==> config.mk <==
export PLATFORM = sky130hd
export DESIGN_NAME = i2c_init_sequencer_flat
export DESIGN_NICKNAME = d
export VERILOG_FILES = /design/src/rtl/i2c_init_sequencer_if.sv /design/src/rtl/i2c_init_sequencer.sv /design/src/flat_wrapper.sv
export SDC_FILE = /design/constraint.sdc
export NUM_CORES = 1
export LEC_CHECK = 0
export BUFFER_PORTS_ARGS = -buffer_cell sky130_fd_sc_hd__buf_2
export CORE_MARGIN = 10
export CORE_UTILIZATION = 30
export CTS_CLUSTER_DIAMETER = 100
export DETAILED_ROUTE_END_ITERATION = 8
export PLACE_DENSITY = 0.48
export REMOVE_ABC_BUFFERS = 1
export SLEW_MARGIN = 0
export SYNTH_ARGS = -nofsm -noshare
export SYNTH_HDL_FRONTEND = slang
export SYNTH_SLANG_ARGS = --single-unit
==> constraint.sdc <==
create_clock -name i_clk -period 7.4 [get_ports i_clk]
set_input_delay 1.48 -clock i_clk [delete_from_list [all_inputs] [get_ports i_clk]]
set_output_delay 1.48 -clock i_clk [all_outputs]
set_load 0.01 [all_outputs]
==> src/rtl/i2c_init_sequencer_if.sv <==
// Command type and handshake bundle between the init sequencer and the I2C
// wrapper FIFOs (command push, write-byte push, read-byte pop).
// Ports: master = sequencer side, slave = wrapper FIFO side.
package i2c_init_sequencer_pkg;
  typedef struct packed {
    logic        we;          // 1 = write transfer, 0 = read transfer
    logic        sccb_mode;   // SCCB framing select for the wrapper
    logic [6:0]  addr_slave;  // 7-bit slave address
    logic [15:0] addr_reg;    // register address, zero-extended from 8 bits
    logic [7:0]  burst_num;   // extra bytes beyond the first (always 0 here)
  } t_i2c_cmd;
endpackage

interface i2c_init_sequencer_if;
  import i2c_init_sequencer_pkg::*;

  t_i2c_cmd    o_cmd_data;
  logic        o_cmd_valid;
  logic        i_cmd_ready;
  logic [7:0]  o_wr_data;
  logic        o_wr_valid;
  logic        i_wr_ready;
  logic [7:0]  i_rd_data;
  logic        i_rd_valid;
  logic        o_rd_ready;

  modport master (
    output o_cmd_valid, o_cmd_data, input i_cmd_ready,
    output o_wr_valid, o_wr_data, input i_wr_ready,
    input  i_rd_valid, i_rd_data, output o_rd_ready
  );

  modport slave (
    input  o_cmd_valid, o_cmd_data, output i_cmd_ready,
    input  o_wr_valid, o_wr_data, output i_wr_ready,
    output i_rd_valid, i_rd_data, input o_rd_ready
  );
endinterface

==> src/rtl/i2c_init_sequencer.sv <==
// Walks a ROM table of WRITE / DELAY / VERIFY / END entries and feeds the I2C
// wrapper FIFOs. Latency: 2 cycles fetch+decode per entry plus handshakes.
// Backpressure: each valid holds its data until the matching ready is seen.
// Ports: i_clk, i_rst (sync, active-high), i_start pulse; o_busy/o_done/o_error
// status with o_error_code/o_error_index; o_rom_addr/i_rom_data table port
// (1-cycle read latency); if_bus carries the cmd/wr/rd FIFO handshakes.
module i2c_init_sequencer
  import i2c_init_sequencer_pkg::*;
#(
  parameter int ROM_AW         = 8,
  parameter int DELAY_UNIT     = 25_000,
  parameter int TIMEOUT_CYCLES = 2_500_000,
  parameter int SCCB_MODE      = 0
) (
  input  logic              i_clk,
  input  logic              i_rst,
  input  logic              i_start,
  output logic              o_busy,
  output logic              o_done,
  output logic              o_error,
  output logic [1:0]        o_error_code,
  output logic [ROM_AW-1:0] o_error_index,
  output logic [ROM_AW-1:0] o_rom_addr,
  input  logic [31:0]       i_rom_data,
  i2c_init_sequencer_if.master if_bus
);

  localparam logic [3:0] S_IDLE     = 4'd0;
  localparam logic [3:0] S_FETCH    = 4'd1;
  localparam logic [3:0] S_DECODE   = 4'd2;
  localparam logic [3:0] S_PUSH_WR  = 4'd3;
  localparam logic [3:0] S_PUSH_CMD = 4'd4;
  localparam logic [3:0] S_WAIT_RD  = 4'd5;
  localparam logic [3:0] S_DELAY    = 4'd6;
  localparam logic [3:0] S_DONE     = 4'd7;
  localparam logic [3:0] S_ERROR    = 4'd8;

  localparam logic [1:0] OP_WRITE  = 2'b00;
  localparam logic [1:0] OP_DELAY  = 2'b01;
  localparam logic [1:0] OP_VERIFY = 2'b10;

  localparam logic [1:0] ERR_VERIFY  = 2'b01;
  localparam logic [1:0] ERR_TIMEOUT = 2'b10;
  localparam logic [1:0] ERR_OVERRUN = 2'b11;

  logic [3:0]        r_state;
  logic [ROM_AW-1:0] r_addr;
  logic [1:0]        r_op;
  logic [6:0]        r_slave;
  logic [7:0]        r_reg;
  logic [7:0]        r_data;
  logic [31:0]       r_cnt;
  logic [1:0]        r_err_code;
  logic [ROM_AW-1:0] r_err_index;

  logic [1:0]  w_rom_op;
  logic [31:0] w_delay_total;
  logic        w_advance;
  t_i2c_cmd    w_cmd;

  assign w_rom_op      = i_rom_data[31:30];
  assign w_delay_total = 32'(i_rom_data[15:0]) * 32'(DELAY_UNIT);

  // Entry finished successfully this cycle; the address step (or overrun
  // abort) is handled once, after the per-state logic.
  always_comb begin
    w_advance = 1'b0;
    case (r_state)
      S_PUSH_CMD: w_advance = if_bus.i_cmd_ready && (r_op != OP_VERIFY);
      S_WAIT_RD:  w_advance = if_bus.i_rd_valid && (if_bus.i_rd_data == r_data);
      S_DELAY:    w_advance = (r_cnt == '0);
      default:    w_advance = 1'b0;
    endcase
  end

  always_ff @(posedge i_clk) begin
    if (i_rst) begin
      r_state     <= S_IDLE;
      r_addr      <= '0;
      r_op        <= '0;
      r_slave     <= '0;
      r_reg       <= '0;
      r_data      <= '0;
      r_cnt       <= '0;
      r_err_code  <= '0;
      r_err_index <= '0;
    end else begin
      case (r_state)
        S_IDLE, S_DONE, S_ERROR: begin
          if (i_start) begin
            r_state    <= S_FETCH;
            r_addr     <= '0;
            r_err_code <= '0;
          end
        end
        S_FETCH: r_state <= S_DECODE;
        S_DECODE: begin
          r_op    <= w_rom_op;
          r_slave <= i_rom_data[29:23];
          r_reg   <= i_rom_data[22:15];
          r_data  <= i_rom_data[7:0];
          case (w_rom_op)
            OP_WRITE:  r_state <= S_PUSH_WR;
            OP_VERIFY: r_state <= S_PUSH_CMD;
            OP_DELAY: begin
              // Decode counts as the first delay cycle and the FETCH that
              // follows as the last, so DELAY itself lasts total-1 cycles
              // (minimum 1).
              r_state <= S_DELAY;
              r_cnt   <= (w_delay_total > 32'd1) ? w_delay_total - 32'd2 : 32'd0;
            end
            default:   r_state <= S_DONE;
          endcase
        end
        S_PUSH_WR: if (if_bus.i_wr_ready) r_state <= S_PUSH_CMD;
        S_PUSH_CMD: begin
          if (if_bus.i_cmd_ready && (r_op == OP_VERIFY)) begin
            r_state <= S_WAIT_RD;
            r_cnt   <= 32'(TIMEOUT_CYCLES - 1);
          end
        end
        S_WAIT_RD: begin
          if (if_bus.i_rd_valid) begin
            if (if_bus.i_rd_data != r_data) begin
              r_state     <= S_ERROR;
              r_err_code  <= ERR_VERIFY;
              r_err_index <= r_addr;
            end
          end else if (r_cnt == '0) begin
            r_state     <= S_ERROR;
            r_err_code  <= ERR_TIMEOUT;
            r_err_index <= r_addr;
          end else begin
            r_cnt <= r_cnt - 32'd1;
          end
        end
        S_DELAY: if (r_cnt != '0) r_cnt <= r_cnt - 32'd1;
        default: r_state <= S_IDLE;
      endcase

      if (w_advance) begin
        // The table never wraps: stepping past the last entry is an error.
        if (&r_addr) begin
          r_state     <= S_ERROR;
          r_err_code  <= ERR_OVERRUN;
          r_err_index <= r_addr;
        end else begin
          r_addr  <= r_addr + ROM_AW'(1);
          r_state <= S_FETCH;
        end
      end
    end
  end

  // Command fields are forced to zero outside PUSH_CMD so nothing leaks out
  // of reset or idle.
  always_comb begin
    w_cmd = '0;
    if (r_state == S_PUSH_CMD) begin
      w_cmd.we         = (r_op == OP_WRITE);
      w_cmd.sccb_mode  = (SCCB_MODE != 0);
      w_cmd.addr_slave = r_slave;
      w_cmd.addr_reg   = {8'h00, r_reg};
      w_cmd.burst_num  = 8'h00;
    end
  end

  assign if_bus.o_cmd_valid = (r_state == S_PUSH_CMD);
  assign if_bus.o_cmd_data  = w_cmd;
  assign if_bus.o_wr_valid  = (r_state == S_PUSH_WR);
  assign if_bus.o_wr_data   = (r_state == S_PUSH_WR) ? r_data : 8'h00;
  assign if_bus.o_rd_ready  = (r_state == S_WAIT_RD);

  assign o_busy        = (r_state != S_IDLE) && (r_state != S_DONE) && (r_state != S_ERROR);
  assign o_done        = (r_state == S_DONE);
  assign o_error       = (r_state == S_ERROR);
  assign o_error_code  = r_err_code;
  assign o_error_index = r_err_index;
  assign o_rom_addr    = r_addr;

endmodule

==> src/flat_wrapper.sv <==
// flat-port wrapper written by rule: the top's interface ports become plain ports
module i2c_init_sequencer_flat import i2c_init_sequencer_pkg::*;
#(
  parameter int ROM_AW         = 8,
  parameter int DELAY_UNIT     = 25_000,
  parameter int TIMEOUT_CYCLES = 2_500_000,
  parameter int SCCB_MODE      = 0
)
  (i_clk, i_rst, i_start, o_busy, o_done, o_error, o_error_code, o_error_index, o_rom_addr, i_rom_data, if_bus_o_cmd_valid, if_bus_o_cmd_data, if_bus_i_cmd_ready, if_bus_o_wr_valid, if_bus_o_wr_data, if_bus_i_wr_ready, if_bus_i_rd_valid, if_bus_i_rd_data, if_bus_o_rd_ready);
  i2c_init_sequencer_if if_bus_i ();
  input  logic i_clk;
  input  logic i_rst;
  input  logic i_start;
  output logic o_busy;
  output logic o_done;
  output logic o_error;
  output logic [1:0] o_error_code;
  output logic [ROM_AW-1:0] o_error_index;
  output logic [ROM_AW-1:0] o_rom_addr;
  input  logic [31:0] i_rom_data;
  output wire logic [$bits(if_bus_i.o_cmd_valid)-1:0] if_bus_o_cmd_valid;
  output wire logic [$bits(if_bus_i.o_cmd_data)-1:0] if_bus_o_cmd_data;
  input wire logic [$bits(if_bus_i.i_cmd_ready)-1:0] if_bus_i_cmd_ready;
  output wire logic [$bits(if_bus_i.o_wr_valid)-1:0] if_bus_o_wr_valid;
  output wire logic [$bits(if_bus_i.o_wr_data)-1:0] if_bus_o_wr_data;
  input wire logic [$bits(if_bus_i.i_wr_ready)-1:0] if_bus_i_wr_ready;
  input wire logic [$bits(if_bus_i.i_rd_valid)-1:0] if_bus_i_rd_valid;
  input wire logic [$bits(if_bus_i.i_rd_data)-1:0] if_bus_i_rd_data;
  output wire logic [$bits(if_bus_i.o_rd_ready)-1:0] if_bus_o_rd_ready;
  assign if_bus_o_cmd_valid = if_bus_i.o_cmd_valid;
  assign if_bus_o_cmd_data = if_bus_i.o_cmd_data;
  assign if_bus_i.i_cmd_ready = if_bus_i_cmd_ready;
  assign if_bus_o_wr_valid = if_bus_i.o_wr_valid;
  assign if_bus_o_wr_data = if_bus_i.o_wr_data;
  assign if_bus_i.i_wr_ready = if_bus_i_wr_ready;
  assign if_bus_i.i_rd_valid = if_bus_i_rd_valid;
  assign if_bus_i.i_rd_data = if_bus_i_rd_data;
  assign if_bus_o_rd_ready = if_bus_i.o_rd_ready;
  i2c_init_sequencer #(.ROM_AW(ROM_AW), .DELAY_UNIT(DELAY_UNIT), .TIMEOUT_CYCLES(TIMEOUT_CYCLES), .SCCB_MODE(SCCB_MODE)) u_core (.i_clk(i_clk), .i_rst(i_rst), .i_start(i_start), .o_busy(o_busy), .o_done(o_done), .o_error(o_error), .o_error_code(o_error_code), .o_error_index(o_error_index), .o_rom_addr(o_rom_addr), .i_rom_data(i_rom_data), .if_bus(if_bus_i));
endmodule
; Word-level counts from Yosys, hierarchy flattened
; Cells that the tools add are included.
[totals]
latchBits = 0
elab_cells = 94
mem_bits_rw = 0
out_inout_bits = 65
memories = 0
register_bits = 79
input_bits = 46
mem_bits_ro = 0
[classes]
multipliers = 1
eq_ne = 27
n_mux = 37
div_mod_pow = 0
reduce_logical = 16
addsub = 3
shifts = 0
n_lt_le_gt_ge = 1
bitwise = 0
[ops]
columns = operator, count
row1 = 2-to-1 mux 32 bit, 6
row2 = one-hot mux 32 bit (4 select lines), 1
row3 = 2-to-1 mux 8 bit, 11
row4 = 2-to-1 mux 33 bit, 1
row5 = zero test 32 bit, 1
row6 = 2-to-1 mux 4 bit, 8
row7 = nonzero test 32 bit, 1
row8 = subtractor 31 x 2 -> 32 bit (second input constant), 1
row9 = subtractor 32 x 1 -> 32 bit (second input constant), 1
row10 = greater-than comparator 31 x 1 -> 1 bit (second input constant), 1
row11 = multiplier 16 x 12 -> 28 bit (second input constant), 1
row12 = one-hot mux 4 bit (7 select lines), 1
row13 = == test 4 x 3 -> 1 bit (second input constant), 4
row14 = 2-to-1 mux 2 bit, 6
row15 = AND reduction 6 bit, 2
row16 = one-hot mux 3 bit (3 select lines), 1
row17 = adder 8 x 1 -> 8 bit (second input constant), 1
row18 = == test 4 x 2 -> 1 bit (second input constant), 2
row19 = == test 8 bit, 1
row20 = != test 2 x 1 -> 1 bit (second input constant), 4
row21 = != test 4 x 2 -> 1 bit (second input constant), 2
row22 = != test 8 bit, 1
row23 = AND reduction 8 bit, 1
row24 = nonzero test 4 bit, 2
row25 = other kinds (15), 24

; Longest topological paths before layout
; Gate-level depths: netlist of run 1.
[depth]
word_depth = 6
mapped_depth = 21
ltp_nobuf = 19

; Worst setup path after synthesis of run 1
; No wires, ideal clock.
[synth_timing]
kind = input to register
start = input i_rom_data[3]
end = register u_core.r_cnt[20]
arrival_time_ns = 6.391
path_slack_ns = 0.879
path_stages = 21
n_path_buf = 2
setup_time_ns = 0.130
cell_sequence = ha_1 -> ha_1 -> xor2_1 -> ha_1 -> a31o_2 -> fa_1 -> inv_1 -> fa_1 -> inv_1 -> ha_1 -> buf_6 -> a21oi_1 -> o21ai_0 -> or3_4 -> o311ai_4 -> o22ai_1 -> nor4b_2 -> a31oi_4 -> buf_6 -> a22oi_1 -> a21oi_1
[synth_via]
elab_chain_cells = 5
[synth_lines]
columns = item, line_no
row1 = "start, declared", flat_wrapper.sv:20  ; input logic [31:0] i_rom_data;
row2 = multiplier 16 x 12 -> 28 bit (*), i2c_init_sequencer.sv:62  ; assign w_delay_total = 32'(i_rom_data[15:0]) * 32'(DELAY_UNIT);
row3 = subtractor 31 x 2 -> 32 bit / greater-than comparator 31 x 1 -> 1 bit (equally long branches), i2c_init_sequencer.sv:110  ; r_cnt <= (w_delay_total > 32'd1) ? w_delay_total - 32'd2 : 32'd0;
row4 = 2-to-1 mux 32 bit (*), i2c_init_sequencer.sv:110
row5 = 2-to-1 mux 32 bit (*), i2c_init_sequencer.sv:102  ; case (w_rom_op)
row6 = one-hot mux 32 bit (4 select lines) (*), i2c_init_sequencer.sv:88  ; case (r_state)
row7 = "end signal, assigned", i2c_init_sequencer.sv:110
row8 = "end signal, assigned", i2c_init_sequencer.sv:119  ; r_cnt <= 32'(TIMEOUT_CYCLES - 1);
row9 = "end signal, assigned", i2c_init_sequencer.sv:134  ; r_cnt <= r_cnt - 32'd1;
row10 = "end, declared", i2c_init_sequencer.sv:52  ; logic [31:0] r_cnt;
; Mark *: on every way between the ends. The rest lies on a longest branch, timed or not. The select of a mux whose other input is x is not followed.
; A chain may end at the register's enable or synchronous reset.

; Final worst setup path of run 1
[layout_timing]
start = input i_rom_data[2]
end = register u_core.r_cnt[15]
; The elaborated chain is that of the path after synthesis.

==> flow_metrics.py, run 1 <==
metrics = {
    "outcome": {
        "outcome": "complete, no violations",
    },
    "cells_and_area": {
        "final_layout_size_suffix_gt1_share_pct": 13.2,
        "regMostFlops": "u_core.r_cnt",
        "area_growth_pct": 12.7,
        "antenna_cells": 0,
        "largest_reg_flops": 32,
        "finalNetCount": 1403,
        "stdcell_area_mm2": 0.0100,
    },
    "synthesis": {
        "yosysUniqueCellTypes": 80,
        "ys_seq_area_share_pct": 17.8,
        "synthCells": 1133,
        "yosysWarnings": 0,
        "async_flop_share_pct": 0,
        "synthTopCellsByCount": "nand2_1, ha_1, inv_1, a21oi_1, dfxtp_1",
        "avgSynthCellArea_um2": 7.86,
        "synth.most_common_cell": "nand2_1",
        "ys_top_cells_by_area": "dfxtp_1, ha_1, fa_1",
        "netlist_area_mm2": 0.00890,
        "synth_top_area_share_pct": 17.8,
        "synth_ff_type": "dfxtp_1",
        "synth-seq-cells": 79,
        "synth_area_leader_cell": "dfxtp_1",
        "synth_edf_count": 0,
    },
    "power": {
        "p_leak_nw": 4.64,
        "peakVddDrop_uv": 169,
        "finalPower_w": 0.00454,
        "powerDensity_mw_per_mm2": 453,
    },
    "route": {
        "ant_nets": 0,
        "wire_per_inst_um": 16.1,
        "drt-pass1-iter-count": 4,
        "wl_um": 25800,
        "vias": 7965,
        "drt_iter0_markers": 396,
        "post-route-drc-count": 0,
        "drt-vias-per-instance": 4.98,
    },
    "floorplanning": {
        "rows": 63,
        "ios": 111,
        "initial_utilization_pct": 30.2,
        "die_area_mm2": 0.0370,
        "core_area_mm2": 0.0295,
        "die_w_um": 192,
        "dieHeight_um": 192,
    },
    "timing": {
        "max_slew_margin_pct": 29.5,
        "finalSetupViolations": 0,
        "slew_violations": 0,
        "hold_violations": 0,
        "fin_skew_ns": 0.0167,
        "fin_crit_sh_pct": 94.0,
        "fin_tns_setup_ns": 0,
        "finalCriticalPeriod_ns": 6.95,
        "grt_setup_unrepaired": "false",
        "max_freq_mhz": 144,
        "tightest_slew_ns": 1.05,
    },
    "setup_path": {
        "r2r_start": "u_core.r_state[2]",
        "reg2reg_to": "u_core.o_error_index[1]",
        "critical_path.max_fanout": 26,
        "worstPathRequired_ns": 7.63,
        "critPathSlowestCell": "fa_1",
        "critPathTopFamily": "compound AO/OA/AOI/OAI gates",
        "critical_path.max_stage_delay_ns": 0.53,
        "startpoint_type": "input port",
        "rrSetupSlack_ns": 3.50,
        "crit_top_cell": "ha_1",
        "path_class": "input port to flip-flop",
        "critPathArrivalTime_ns": 7.18,
        "critPathCaptureType": "flip-flop",
        "crit_chain": "buf_2 -> ha_1 -> ha_1 -> xnor2_1 -> ha_1 -> a31o_2 -> fa_1 -> inv_1 -> fa_1 -> inv_1 -> ha_1 -> a21oi_2 -> o21ai_0 -> a211o_1 -> o211ai_1 -> o2111ai_1 -> a2111oi_4 -> a31oi_4 -> a221oi_1 -> nor2_1",
        "reg2reg_depth": 7,
        "crit_buf_inv": 3,
    },
    "cts": {
        "cts_max_path_buffers": 2,
        "post_cts_buffers": 0,
        "h-tree-depth": 3,
        "clk_pin_slew_worst_paths_ns": 0.07,
        "clk_latency_ns": 0.35,
        "cts_tree": "built",
        "cts-root-buf": "clkbuf_16",
        "clock_sinks": 79,
        "numCtsBuffers": 9,
    },
    "hold_path": {
        "hold_path_class": "flip-flop to flip-flop",
        "hold_start": "u_core.r_slave[4]",
        "hold_depth": 2,
        "hold_path_end": "u_core.r_slave[4]",
    },
    "placement": {
        "place_hpwl_um": 20700,
        "placed_area_mm2": 0.00968,
        "port_buffers": 93,
        "place_congestion": 0.847,
    },
    "grt": {
        "grt_max_degree": 58,
        "grt.overflow.total": 0,
        "antenna_found_initial": 0,
        "track_usage_pct": 13.9,
        "grt_pass1_wl_um": 42300,
        "grt_pass1_vias": 8034,
    },
    "flow_run": {
        "maxCapViolCount": 0,
    },
}
## final cells by class
cell class,instances,area (µm²)
Fill cell,3199,19500
Multi-Input combinational cell,900,6640
Tap cell,390,488
Inverter,105,394
Sequential cell,79,1580
Timing Repair Buffer,109,586
Clock inverter,7,113
Clock buffer,9,225
## report_power, final
| group | internal, W | leakage, nW | total (W) | switching (W) |
|---|---|---|---|---|
| combinational | 0.00130 | 3.84 | 0.00338 | 0.00208 |
| sequential | 0.000530 | 0.642 | 0.000643 | 0.000113 |
| clock | 0.000304 | 0.161 | 0.000519 | 0.000215 |
## tightest hold or removal path, cell delays in order, from the launching register on
cell,delay [ns]
dfxtp_1,0.31
nand2_1,0.05
a21oi_1,0.05
## cells in the final DEF, fill, tap and decap left out, types with 32 or more instances in the layout
cell / n
buf_2: 93
inv_1: 105
and3_1: 35
a21oi_1: 93
nor2_1: 73
nand2_1: 122
o21ai_0: 72
fa_1: 36
ha_1: 117
nor3_1: 33
xnor2_1: 32
dfxtp_1: 79
## routing by layer
metal	track usage (%)	part of all wire [%]	wire length, µm
met5	0	0	0
met4	2.12	0.53	138
met3	1.84	3.2	813
met2	23.5	49	12600
met1	18.7	48	12300
## how the worst max path moves through the flow
stage / from / endpoint / depth (start not counted)
after global placement: i_rom_data[3] / u_core.r_cnt[23] / 20
after detailed placement: i_rom_data[3] / u_core.r_cnt[4] / 21
after CTS: i_rom_data[3] / u_core.r_cnt[15] / 20
after global routing: i_rom_data[2] / u_core.r_cnt[15] / 20
after floorplan: i_rom_data[3] / u_core.r_cnt[15] / 19
final: i_rom_data[2] / u_core.r_cnt[15] / 20
## stage by stage
step | setup WS, ns | utilization, % | instances | hold slack (ns)
6_report | 0.446 | 34.0 | 1599 | 0.451
5_1_grt | 0.0440 | 34.0 | 1599 | 0.470
4_1_cts | 0.435 | 34.0 | 1599 | 0.452
3_5_place_dp | 0.0791 | 32.8 | 1583 | 0.443
3_3_place_gp | 0.0818 | 32.8 | 1583 | 0.437
2_1_floorplan | 0.808 | - | 1084 | 0.426
## cell families (layout without fill, tap and decap cells)
family,after synthesis,count (layout),synth area share (%)
and+or+nand+nor,382,382,21.8
DFF,79,79,17.8
buffers and inverters,170,230,8.40
other,1,17,0.0421
xor gates and xnor gates,63,63,6.28
muxes,10,10,1.12
adders and majority gates,153,153,24.5
AOI/OAI and AO/OA,275,275,20.1
## repair_timing
item                                    in CTS  in global routing
resized for setup                            0                  2
hold endpoints to repair                     0                  0
endpoints found under the setup margin       0                  3
hold buffers                                 0                  0
Power figures use the tool's default switching activity.
==> inputs of run 2 (changes only) <==
Settings changed: REMOVE_ABC_BUFFERS 1 to unset, SLEW_MARGIN 0 to 20.
==> flow_metrics.py, run 2 (synthesis gave the netlist of run 1 again) <==
metrics = {
    "route": {
        "wl_um": 25700,
        "drt-vias-per-instance": 4.99,
        "drt_iter0_markers": 377,
        "post-route-drc-count": 0,
        "drt-pass1-iter-count": 5,
        "vias": 7992,
        "ant_nets": 0,
        "wire_per_inst_um": 16.0,
    },
    "hold_path": {
        "hold_start": "u_core.r_slave[6]",
        "hold_path_class": "flip-flop to flip-flop",
    },
    "setup_path": {
        "critPathCaptureType": "flip-flop",
        "r2r_start": "u_core.r_state[1]",
        "critPathArrivalTime_ns": 7.02,
        "path_class": "input port to flip-flop",
        "critPathLaunch": "i_rom_data[2]",
        "critical_path.max_fanout": 9,
        "worstPathRequired_ns": 7.69,
        "startpoint_type": "input port",
    },
    "cts": {
        "clk_latency_ns": 0.35,
        "cts_resized": 0,
        "h-tree-depth": 3,
        "post_cts_buffers": 0,
        "clk_pin_slew_worst_paths_ns": 0.06,
        "cts_max_path_buffers": 2,
        "cts_tree": "built",
        "clock_sinks": 79,
        "cts-root-buf": "clkbuf_16",
        "numCtsBuffers": 9,
        "postCtsHoldBufs": 0,
    },
    "timing": {
        "fin_tns_setup_ns": 0,
        "fin_crit_sh_pct": 91.0,
        "max_slew_margin_pct": 29.7,
        "finalCriticalPeriod_ns": 6.73,
        "hold_violations": 0,
        "tightest_slew_ns": 1.05,
        "grt_setup_unrepaired": "false",
        "max_freq_mhz": 148,
        "fin_skew_ns": 0.0103,
        "finalSetupViolations": 0,
        "slew_violations": 0,
    },
    "power": {
        "powerDensity_mw_per_mm2": 453,
        "finalPower_w": 0.00456,
        "p_leak_nw": 4.66,
        "peakVddDrop_uv": 194,
    },
    "grt": {
        "grt_pass1_vias": 7920,
        "antenna_found_initial": 0,
        "track_usage_pct": 13.7,
        "grt_max_degree": 58,
        "grt_pass1_wl_um": 41800,
        "grt.overflow.total": 0,
    },
    "cells_and_area": {
        "finalNetCount": 1406,
        "layout_common_cells": "nand2_1, ha_1, inv_1, a21oi_1, buf_2",
        "nFillCells": 3190,
        "regMostFlops": "u_core.r_cnt",
        "area_growth_pct": 12.9,
        "final_common_cell": "nand2_1",
        "final_layout_size_suffix_gt1_share_pct": 13.3,
        "multi_input_area_mm2": 0.00663,
        "ff_latch_area_mm2": 0.00158,
        "largest_reg_flops": 32,
    },
    "placement": {
        "place_congestion": 0.836,
        "port_buffers": 93,
        "place_hpwl_um": 20600,
    },
    "floorplanning": {
        "initial_utilization_pct": 30.2,
        "rows": 63,
        "dieHeight_um": 192,
        "die_w_um": 192,
        "core_area_mm2": 0.0295,
        "die_area_mm2": 0.0370,
        "ios": 111,
    },
    "outcome": {
        "outcome": "complete, no violations",
    },
    "flow_run": {
        "maxCapViolCount": 0,
    },
}
run 2: changes by cell type in the layout (fill, tap and decap cells not counted):
cell,before,now
buf_12,0,1
buf_4,16,18
clkinv_8,1,0
diode_2,0,1
inv_6,2,1
inv_8,1,3
o31ai_1,3,5
o31ai_2,2,0
run 2: path summary, 6_finish.rpt:
kind,to,cells past startpoint,slack [ns]
worst max-delay path,u_core.r_cnt[26],21,0.67
worst min register to register,u_core.r_slave[6],2,0.45
worst min-delay path,u_core.r_slave[6],2,0.45
worst max register to register,u_core.r_cnt[26],10,3.46
run 2: worst max-delay path, stage by stage:
cell and delay (ns):
buf_2 0.16, ha_1 0.35, ha_1 0.36, xnor2_1 0.15
ha_1 0.17, a31o_2 0.22, fa_1 0.50, inv_1 0.06
fa_1 0.52, inv_1 0.04, ha_1 0.41, a21oi_2 0.27
o21ai_0 0.17, a211o_1 0.36, o211ai_1 0.25, o2111ai_1 0.25
buf_4 0.21, nor3_1 0.43, nand2_1 0.13, xnor2_1 0.31
a41o_1 0.21
run 2: cell type report:
type / count / share of cell area (%)
Multi-Input combinational cell: 900 / 66.0
Sequential cell: 79 / 15.7
Timing Repair Buffer: 112 / 6.17
Tap cell: 390 / 4.85
Inverter: 105 / 3.92
Clock buffer: 9 / 2.24
Clock inverter: 7 / 1.10
Antenna cell: 1 / 0.0249
run 2: report_power, final:
group | internal, W | switching [W]
sequential | 0.000530 | 0.000117
combinational | 0.00133 | 0.00206
clock | 0.000304 | 0.000213
run 2: through the flow:
step | hold slack (ns) | setup slack, ns | area, µm² | utilization (%) | cells
2_1_floorplan | 0.432 | 0.879 | 8960 | - | 1149
5_1_grt | 0.473 | 0.255 | 10100 | 34.1 | 1602
3_5_place_dp | 0.442 | 0.317 | 9720 | 33.0 | 1586
6_report | 0.450 | 0.666 | 10100 | 34.1 | 1603
4_1_cts | 0.451 | 0.679 | 10100 | 34.1 | 1602
3_3_place_gp | 0.438 | 0.424 | 9720 | 33.0 | 1586
run 2: per-layer routing:
| layer | routed length, µm | up-vias | GRT usage, % | share of wire (%) |
|---|---|---|---|---|
| met5 | 0 | - | 0 | 0 |
| met4 | 215 | 0 | 2.74 | 0.84 |
| met3 | 648 | 12 | 1.73 | 2.5 |
| met2 | 12500 | 95 | 23.0 | 49 |
| met1 | 12300 | 3779 | 18.5 | 48 |
| li1 | - | 4106 | - | - |
